--- config.mk ---
export PLATFORM = sky130hd
export DESIGN_NAME = regfile_read_arbiter
export DESIGN_NICKNAME = d
export VERILOG_FILES = /design/src/rtl/regfile_arb_pkg.sv /design/src/rtl/rr_priority_picker.sv /design/src/rtl/regfile_read_arbiter.sv
export SDC_FILE = /design/constraint.sdc
export NUM_CORES = 1
export LEC_CHECK = 0
export ABC_AREA = 1
export ABC_CLOCK_PERIOD_IN_PS = 3600
export CORE_AREA = 2 2 100 54
export CTS_BUF_LIST = sky130_fd_sc_hd__clkbuf_4
export CTS_CLUSTER_SIZE = 20
export DETAILED_ROUTE_END_ITERATION = 8
export DIE_AREA = 0 0 102 56
export GPL_ROUTABILITY_DRIVEN = 0
export HOLD_SLACK_MARGIN = 0.05
export PLACE_DENSITY = 0.9
export SKIP_CTS_REPAIR_TIMING = 1
export SLEW_MARGIN = 20
export SYNTH_ARGS = -nofsm -noshare
export SYNTH_HDL_FRONTEND = slang
export SYNTH_SLANG_ARGS = --single-unit
--- constraint.sdc ---
create_clock -name clk -period 3.6 [get_ports clk]
set_clock_uncertainty 0.2 [all_clocks]
set_input_delay 0.72 -clock clk [delete_from_list [all_inputs] [get_ports clk]]
set_output_delay 0.72 -clock clk [all_outputs]
set_load 0.01 [all_outputs]
--- src/rtl/regfile_arb_pkg.sv ---
// regfile_arb_pkg
//   Shared constants for the register-file read arbiter slice.
//   NUM_REQ_DEFAULT : default number of requesters on the shared read port
//   SEL_WIDTH       : register address / read-mux select width (16 registers)
//   DATA_WIDTH      : register data width
//   REQ_*           : fixed requester slot assignments on req/grant/rd_valid
package regfile_arb_pkg;

  localparam int NUM_REQ_DEFAULT = 4;
  localparam int SEL_WIDTH       = 4;
  localparam int DATA_WIDTH      = 32;

  localparam int REQ_FETCH = 0;
  localparam int REQ_ALU   = 1;
  localparam int REQ_STORE = 2;
  localparam int REQ_DEBUG = 3;

endpackage

--- src/rtl/rr_priority_picker.sv ---
// rr_priority_picker
//   Purely combinational round-robin picker. Finds the first asserted request
//   at or above rr_ptr, wrapping past the top back to index 0.
//   Ports:
//     req     in  NUM_REQ  request vector
//     rr_ptr  in  PTR_W    index holding highest priority this cycle
//     winner  out PTR_W    index of the selected requester (valid when any_req)
//     any_req out 1        at least one request is asserted
module rr_priority_picker
  import regfile_arb_pkg::*;
#(
  parameter int NUM_REQ = NUM_REQ_DEFAULT,
  parameter int PTR_W   = $clog2(NUM_REQ)
) (
  input  logic [NUM_REQ-1:0] req,
  input  logic [PTR_W-1:0]   rr_ptr,
  output logic [PTR_W-1:0]   winner,
  output logic               any_req
);

  // Doubling the vector turns the rotate into a plain offset read.
  logic [2*NUM_REQ-1:0] req_dbl;
  logic [NUM_REQ-1:0]   req_rot;
  logic [PTR_W-1:0]     first_idx;
  logic [PTR_W:0]       idx_sum;

  assign req_dbl = {req, req};

  genvar gi;
  generate
    for (gi = 0; gi < NUM_REQ; gi++) begin : g_rot
      assign req_rot[gi] = req_dbl[{1'b0, rr_ptr} + (PTR_W+1)'(gi)];
    end
  endgenerate

  // Lowest set bit of the rotated vector; scanning downward lets the lowest win.
  always_comb begin
    first_idx = '0;
    for (int i = NUM_REQ - 1; i >= 0; i--) begin
      if (req_rot[i]) first_idx = PTR_W'(i);
    end
  end

  // Unrotate: add rr_ptr back, modulo NUM_REQ (NUM_REQ need not be a power of 2).
  always_comb begin
    idx_sum = {1'b0, first_idx} + {1'b0, rr_ptr};
    if (idx_sum >= (PTR_W+1)'(NUM_REQ)) begin
      idx_sum = idx_sum - (PTR_W+1)'(NUM_REQ);
    end
    winner = idx_sum[PTR_W-1:0];
  end

  assign any_req = |req;

endmodule

--- src/rtl/regfile_read_arbiter.sv ---
// regfile_read_arbiter
//   Round-robin arbiter/sequencer for a single shared register-file read port.
//   Stage 1 grants one requester per cycle and drives the read-mux select;
//   stage 2 captures the mux output one edge later, tagged with the owner.
//   Ports:
//     clk        in  1                   rising-edge clock
//     reset      in  1                   synchronous active-high reset
//     req        in  NUM_REQ             per-requester read request
//     req_addr   in  NUM_REQ*SEL_WIDTH   packed addresses, requester i at [i*SEL_WIDTH +: SEL_WIDTH]
//     stall      in  1                   blocks new grants (in-flight capture still completes)
//     mux_select out SEL_WIDTH           select to the 16-to-1 read mux
//     mux_data   in  DATA_WIDTH          combinational read-mux output
//     grant      out NUM_REQ             registered one-hot grant pulse
//     rd_valid   out NUM_REQ             registered one-hot owner of rd_data
//     rd_data    out DATA_WIDTH          registered captured register value
//     busy       out 1                   grant or rd_valid nonzero
module regfile_read_arbiter
  import regfile_arb_pkg::*;
#(
  parameter int NUM_REQ    = NUM_REQ_DEFAULT,
  parameter int DATA_WIDTH = regfile_arb_pkg::DATA_WIDTH,
  parameter int SEL_WIDTH  = regfile_arb_pkg::SEL_WIDTH
) (
  input  logic                         clk,
  input  logic                         reset,
  input  logic [NUM_REQ-1:0]           req,
  input  logic [NUM_REQ*SEL_WIDTH-1:0] req_addr,
  input  logic                         stall,
  output logic [SEL_WIDTH-1:0]         mux_select,
  input  logic [DATA_WIDTH-1:0]        mux_data,
  output logic [NUM_REQ-1:0]           grant,
  output logic [NUM_REQ-1:0]           rd_valid,
  output logic [DATA_WIDTH-1:0]        rd_data,
  output logic                         busy
);

  localparam int PTR_W = $clog2(NUM_REQ);

  logic [PTR_W-1:0]     rr_ptr_reg;
  logic [PTR_W-1:0]     rr_ptr_next;
  logic [PTR_W-1:0]     winner;
  logic [PTR_W:0]       winner_inc;
  logic                 any_req;
  logic [NUM_REQ-1:0]   winner_onehot;
  logic [SEL_WIDTH-1:0] req_addr_arr [NUM_REQ];

  rr_priority_picker #(
    .NUM_REQ (NUM_REQ),
    .PTR_W   (PTR_W)
  ) u_picker (
    .req     (req),
    .rr_ptr  (rr_ptr_reg),
    .winner  (winner),
    .any_req (any_req)
  );

  genvar gi;
  generate
    for (gi = 0; gi < NUM_REQ; gi++) begin : g_req
      assign req_addr_arr[gi]  = req_addr[gi*SEL_WIDTH +: SEL_WIDTH];
      assign winner_onehot[gi] = (winner == PTR_W'(gi));
    end
  endgenerate

  // Pointer moves to the slot just past the winner, wrapping at NUM_REQ.
  always_comb begin
    winner_inc = {1'b0, winner} + (PTR_W+1)'(1);
    if (winner_inc >= (PTR_W+1)'(NUM_REQ)) begin
      winner_inc = '0;
    end
    rr_ptr_next = winner_inc[PTR_W-1:0];
  end

  always_ff @(posedge clk) begin
    if (reset) begin
      rr_ptr_reg <= '0;
      grant      <= '0;
      mux_select <= '0;
      rd_valid   <= '0;
      rd_data    <= '0;
    end else begin
      // Capture stage runs regardless of stall so an in-flight read completes.
      rd_valid <= grant;
      if (|grant) rd_data <= mux_data;

      if (any_req && !stall) begin
        grant      <= winner_onehot;
        mux_select <= req_addr_arr[winner];
        rr_ptr_reg <= rr_ptr_next;
      end else begin
        grant <= '0;
      end
    end
  end

  assign busy = (|grant) | (|rd_valid);

endmodule

==> results of run 1 <==
-- layout make-up --
type | instances | area share [%]
clock buffers | 5 | 1.23
repair buffers | 101 | 33.1
multi-input cells | 174 | 28.7
inverters | 19 | 2.38
well taps | 70 | 2.88
flip-flops and latches | 46 | 30.3
clock inverters | 3 | 1.44
-- synth_stat cells (2+ instances only) --
library cell and instances:
nand2_4 2, o22ai_1 2, nand3_1 17, o21ai_0 32, mux2i_1 8, inv_1 17
clkbuf_1 5, nand2_2 2, dfxtp_1 46, nor2_1 71, buf_2 3, nand2_1 28
ha_1 4
-- kinds of logic after synthesis --
kind of cell    count (synthesis)  share of synthesized area [%]
flops                          46                           48.0
fa+ha+maj                       4                           2.61
xor+xnor                        1                          0.457
buf+inv                        29                           6.39
compound gates                 37                           10.1
simple gates                  124                           28.2
mux                             8                           4.17
-- routing by layer --
metal / share of wire (%) / routed length, um / track usage (%)
met4: 0.49 / 26 / 3.43
met2: 41 / 2210 / 28.7
met1: 48 / 2560 / 26.3
met5: 0 / 0 / 0
met3: 10 / 553 / 7.04
-- where the power goes --
group / switching, mW / internal, mW
sequential: 0.100 / 0.663
clock: 0.170 / 0.148
combinational: 0.761 / 0.639
total: 1.03 / 1.45
-- path summary, 6_finish.rpt --
path,start,end,slack [ps],cells past startpoint
setup / recovery,req[0],rr_ptr_reg[1],530,12
hold / removal,mux_select[3],mux_select[3],270,2
setup reg to reg,rr_ptr_reg[0],rr_ptr_reg[1],660,11
hold reg to reg,mux_select[3],mux_select[3],270,2
-- metrics by stage --
stage | utilization, % | hold slack (ps)
floorplan | - | 274
finish | 63.7 | 273
CTS | 63.7 | 274
detailed placement | 62.0 | 251
global placement | 62.0 | 238
global route | 63.7 | 289
-- critical path: cells and delay by family --
kind	cells	cell delay, ps
AO/OA/AOI/OAI	2	420
AND/OR/NAND/NOR	5	570
buffers and inverters	2	650
adder cells (fa/ha/maj)	2	490
XOR/XNOR	1	290
==> metrics.yaml, run 1 <==
grt:
  grt_pass1_vias: 1851
  grt_max_degree: 35
  track_usage_pct: 19.0
  grt-ovfl-total: 0
  grt_pass1_wl_um: 8640
  grt_antenna_before_repair: 0
worst_setup_path:
  cp.required_ps: 3680
  startpoint_type: "input port"
  crit_chain: "clkdlybuf4s50_1 > nand2_1 > nand3_1 > nand3_1 > a21boi_0 > ha_1 > xor2_1 > inv_1 > nand3_4 > nand2_4 > ha_1 > o22ai_1"
  cpMaxStageDelayCell: "clkdlybuf4s50_1"
  arrival_ps: 3160
  slowest_delay_ps: 520
  crit_type: "in -> reg"
  crit_path_end_kind: "flip-flop"
  crit_fanout: 7
detailed_routing:
  ant_nets: 0
  wl_per_cell_um: 12.8
  route.detailed.drc: 0
  drtIter0Drc: 100
  dr.pass1.iters: 4
  wl_um: 5350
  viasPerCell: 4.65
  num_vias: 1944
clock_tree:
  clock-root-buffer: "clkbuf_4"
  h-tree-depth: 2
  clkLatencyLatePin_ps: 350
  clkSlewWorstSetupHoldPaths_ps: 130
  clock_sinks: 46
  clk_path_buf_depth: 2
  numCtsBuffers: 5
  cts_tree: "done"
synth:
  synth.largest_area_cell: "dfxtp_1"
  synth_area_mm2: 0.00192
  ys_seq_elements: 46
  ys_types: 25
  synth_fp_nets: 308
  seq_area_frac_synth_pct: 48.0
  async_reset_ff_share_pct: 0
  synth_edf_count: 0
  synthFlopType: "dfxtp_1"
  synth.top_cell.area_share_pct: 48.0
  ys_warn_count: 0
  synth_area_leaders: "dfxtp_1 48%, nor2_1 14%, o21ai_0 8.3%, nand2_1 5.5%, nand3_1 4.4%"
  syn-instance-count: 249
  avgSynthCellArea_um2: 7.70
power:
  p_leak_nw: 1.26
  ir_drop_mv: 0.428
  power_per_cell_area_mw_per_mm2: 816
  finalPower_mw: 2.48
min_path:
  hold_path.class: "reg -> reg"
finish:
  diodes: 0
  stdcell_count: 418
  final_cell_mix: "99 x clkdlybuf4s50_1, 71 x nor2_1, 46 x dfxtp_1"
  design_area_mm2: 0.00304
  nFillCells: 420
  regArea_um2: 921
  top_register: "rd_data"
  final_layout_size_suffix_gt1_share_pct: 5.17
  final_common_cell: "clkdlybuf4s50_1"
  multiInputGateArea_um2: 875
  syn2layout_area_growth_pct: 58.6
  largest_register_ffs: 32
  nNetsFinal: 406
die:
  start_util_pct: 40.2
  die_h_um: 56
  num_rows: 18
  die_w_um: 102
  coreArea_mm2: 0.00477
  pin_count: 100
  dieArea_mm2: 0.00571
place:
  port_buffers: 99
  placed_area_mm2: 0.00296
  dpl.hpwl_um: 4120
  dp.cells: 410
  place_ws_ps: 188
sta:
  hold_violations: 0
  setup-violations-final: 0
  min_period_ps: 3070
  worstMarginPinSlew_ps: 989
  min_period_over_period_pct: 85.4
  max_freq_mhz: 325
  rsz0062_at_grt: "false"
  final.setup.worst_slack_ps: 527
  fin_tns_setup_ps: 0
  maxSlewViolCount: 0
  slew_headroom_pct: 34.0
run:
  cap_viol_max_count: 0
status:
  outcome: "finished, final reports clean"
Note: power is estimated with default switching activity, not from simulation.
==> inputs of run 2 (changes only) <==
--- a/config.mk
+++ b/config.mk
@@ -6,7 +6,7 @@
 export NUM_CORES = 1
 export LEC_CHECK = 0
 export ABC_AREA = 1
-export ABC_CLOCK_PERIOD_IN_PS = 3600
+export ABC_CLOCK_PERIOD_IN_PS = 3000
 export CORE_AREA = 2 2 100 54
 export CTS_BUF_LIST = sky130_fd_sc_hd__clkbuf_4
 export CTS_CLUSTER_SIZE = 20
==> constraint.sdc (replaced) <==
create_clock -name clk -period 3 [get_ports clk]
set_clock_uncertainty 0.2 [all_clocks]
set_input_delay 0.6 -clock clk [delete_from_list [all_inputs] [get_ports clk]]
set_output_delay 0.6 -clock clk [all_outputs]
set_load 0.01 [all_outputs]
==> metrics.yaml, run 2 (same netlist as run 1, synthesis figures left out) <==
worst_setup_path:
  arrival_ps: 2910  # was 3160 ps
  cp.buffers_inverters: 2  # unchanged
  crit_chain: "clkdlybuf4s50_1 > nand2_1 > nand3_1 > nand2_1 > nand3_1 > a21boi_0 > ha_1 > xor2_1 > inv_1 > nand3_4 > nand2_4 > ha_1 > o22ai_1"  # was clkdlybuf4s50_1 > nand2_1 > nand3_1 > nand3_1 > a21boi_0 > ha_1 > xor2_1 > inv_1 > nand3_4 > nand2_4 > ha_1 > o22ai_1
  crit_family: "buffers and inverters"  # unchanged
  slowest_delay_ps: 450  # was 520 ps
  cp.required_ps: 3090  # was 3680 ps
  r2r_slack_ps: 220  # was 660 ps
  crit_path_end_kind: "flip-flop"  # unchanged
  crit_type: "in -> reg"  # unchanged
  startpoint_type: "input port"  # unchanged
  crit_fanout: 3  # was 7
  cpMaxStageDelayCell: "clkdlybuf4s50_1"  # unchanged
clock_tree:
  cts_tree: "done"  # unchanged
  clock-root-buffer: "clkbuf_4"  # unchanged
  h-tree-depth: 2  # unchanged
  clkSlewWorstSetupHoldPaths_ps: 130  # about the same
  clkLatencyLatePin_ps: 350  # about the same
  clock_sinks: 46  # unchanged
  clk_path_buf_depth: 2  # unchanged
  numCtsBuffers: 5  # unchanged
min_path:
  hold_path.class: "reg -> reg"  # unchanged
grt:
  grt_pass1_vias: 1894  # was 1851
  grt-ovfl-total: 0  # unchanged
  grt_pass1_wl_um: 8580  # was 8640 um
  grt_antenna_before_repair: 0  # unchanged
  track_usage_pct: 18.9  # was 19.0%
  grt_max_degree: 34  # was 35
sta:
  worstMarginPinSlew_ps: 989  # about the same
  setup-violations-final: 0  # unchanged
  min_period_ps: 2820
  min_period_over_period_pct: 94.1
  fin_tns_setup_ps: 0  # unchanged
  hold_violations: 0  # unchanged
  slew_headroom_pct: 34.0  # about the same
  rsz0062_at_grt: "false"  # unchanged
  maxSlewViolCount: 0  # unchanged
  max_freq_mhz: 354
  whs_ps: 268  # was 273 ps
die:
  num_rows: 18  # unchanged
  dieArea_mm2: 0.00571  # unchanged
  die_h_um: 56  # unchanged
  pin_count: 100  # unchanged
  start_util_pct: 40.2  # unchanged
  coreArea_mm2: 0.00477  # unchanged
  die_w_um: 102  # unchanged
power:
  p_leak_nw: 1.26  # about the same
  p_clk_share_pct: 10.3  # was 12.8%
  p_int_mw: 1.69  # was 1.45 mW
  comb_power_share_pct: 58.5  # was 56.4%
  ir_drop_mv: 0.417  # was 0.428 mV
  p_switching_mw: 1.24  # was 1.03 mW
  switching_share_pct: 42.4  # was 41.6%
  power_per_cell_area_mw_per_mm2: 963  # was 816 mW/mm2
  finalPower_mw: 2.93  # was 2.48 mW
  power_frac_seq_pct: 31.2  # was 30.8%
detailed_routing:
  dr.pass1.iters: 4  # unchanged
  ant_nets: 0  # unchanged
  wl_per_cell_um: 12.4  # was 12.8 um
  num_vias: 1989  # was 1944
  wl_um: 5240  # was 5350 um
  drtIter0Drc: 77  # was 100
  viasPerCell: 4.72  # was 4.65
  route.detailed.drc: 0  # unchanged
place:
  placed_area_mm2: 0.00298  # was 0.00296 mm2
  dpl.hpwl_um: 4080  # was 4120 um
  dp.cells: 413  # was 410
  port_buffers: 99  # unchanged
finish:
  final_layout_size_suffix_gt1_share_pct: 5.98  # was 5.17%
  final_common_cell: "clkdlybuf4s50_1"  # unchanged
  final_cell_mix: "99 x clkdlybuf4s50_1, 71 x nor2_1, 46 x dfxtp_1"  # unchanged
  largest_register_ffs: 32  # unchanged
  design_area_mm2: 0.00305  # was 0.00304 mm2
  nNetsFinal: 409  # was 406
  top_register: "rd_data"  # unchanged
  diodes: 0  # unchanged
  stdcell_count: 421  # was 418
  syn2layout_area_growth_pct: 58.8  # was 58.6%
run:
  cap_viol_max_count: 0  # unchanged
status:
  outcome: "finished, final reports clean"  # unchanged
[run 2: cell types whose count changed in the layout (fill, tap and decap cells not counted), sizes merged]
cell	before	now
buf	2	5
clkinvlp	0	2
bufinv	1	0
clkinv	2	1
[run 2: final timing paths]
check,start,endpoint,depth (start not counted)
setup reg to reg,rr_ptr_reg[0],rr_ptr_reg[1],11
hold reg to reg,mux_select[0],mux_select[0],2
hold / removal,mux_select[0],mux_select[0],2
setup / recovery,req[1],rr_ptr_reg[1],13
[run 2: power groups by stage]
| stage | Clock, mW | Sequential, mW | Combinational (mW) |
|---|---|---|---|
| 2_1_floorplan | 0 | 0.988 | 1.01 |
| 3_3_place_gp | 0 | 0.921 | 1.68 |
| 3_5_place_dp | 0 | 0.929 | 1.73 |
| 4_1_cts | 0.316 | 0.917 | 1.73 |
| 5_1_grt | 0.344 | 0.937 | 1.93 |
| 6_report | 0.302 | 0.915 | 1.72 |
[run 2: final cells by class]
cell class	count	area (um2)
fillers	413	1730
repair buffers	104	1030
flip-flops and latches	46	921
multi-input cells	174	875
well taps	70	87.6
inverters	19	72.6
clock buffers	5	37.5
clock inverters	3	23.8
[run 2: worst reg2reg max path: cells and delay by family, from the launching register on]
family / cells / cell delay (ps)
adders and majority gates: 3 / 820
and+or+nand+nor: 4 / 350
DFF: 1 / 530
AOI/OAI and AO/OA: 2 / 480
xor gates and xnor gates: 1 / 220
buffers and inverters: 1 / 110
[run 2: layer usage]
layer	global-route usage [%]	wire length [um]
met5	0	0
met4	4.38	46
met3	6.91	595
met2	29.3	2160
met1	25.1	2430
[run 2: metrics by stage]
step,setup slack [ps],util (%)
2_1_floorplan,457,-
3_3_place_gp,71.4,62.5
3_5_place_dp,-170,62.5
4_1_cts,199,63.8
5_1_grt,33.0,63.8
6_report,178,63.8
==> inputs of run 3 (changes only) <==
--- a/config.mk
+++ b/config.mk
@@ -16,7 +16,6 @@
 export HOLD_SLACK_MARGIN = 0.05
 export PLACE_DENSITY = 0.9
 export SKIP_CTS_REPAIR_TIMING = 1
-export SLEW_MARGIN = 20
 export SYNTH_ARGS = -nofsm -noshare
 export SYNTH_HDL_FRONTEND = slang
 export SYNTH_SLANG_ARGS = --single-unit
==> results of run 3 <==
Same layout as run 2: the final DEF is identical, and so are final timing and power.
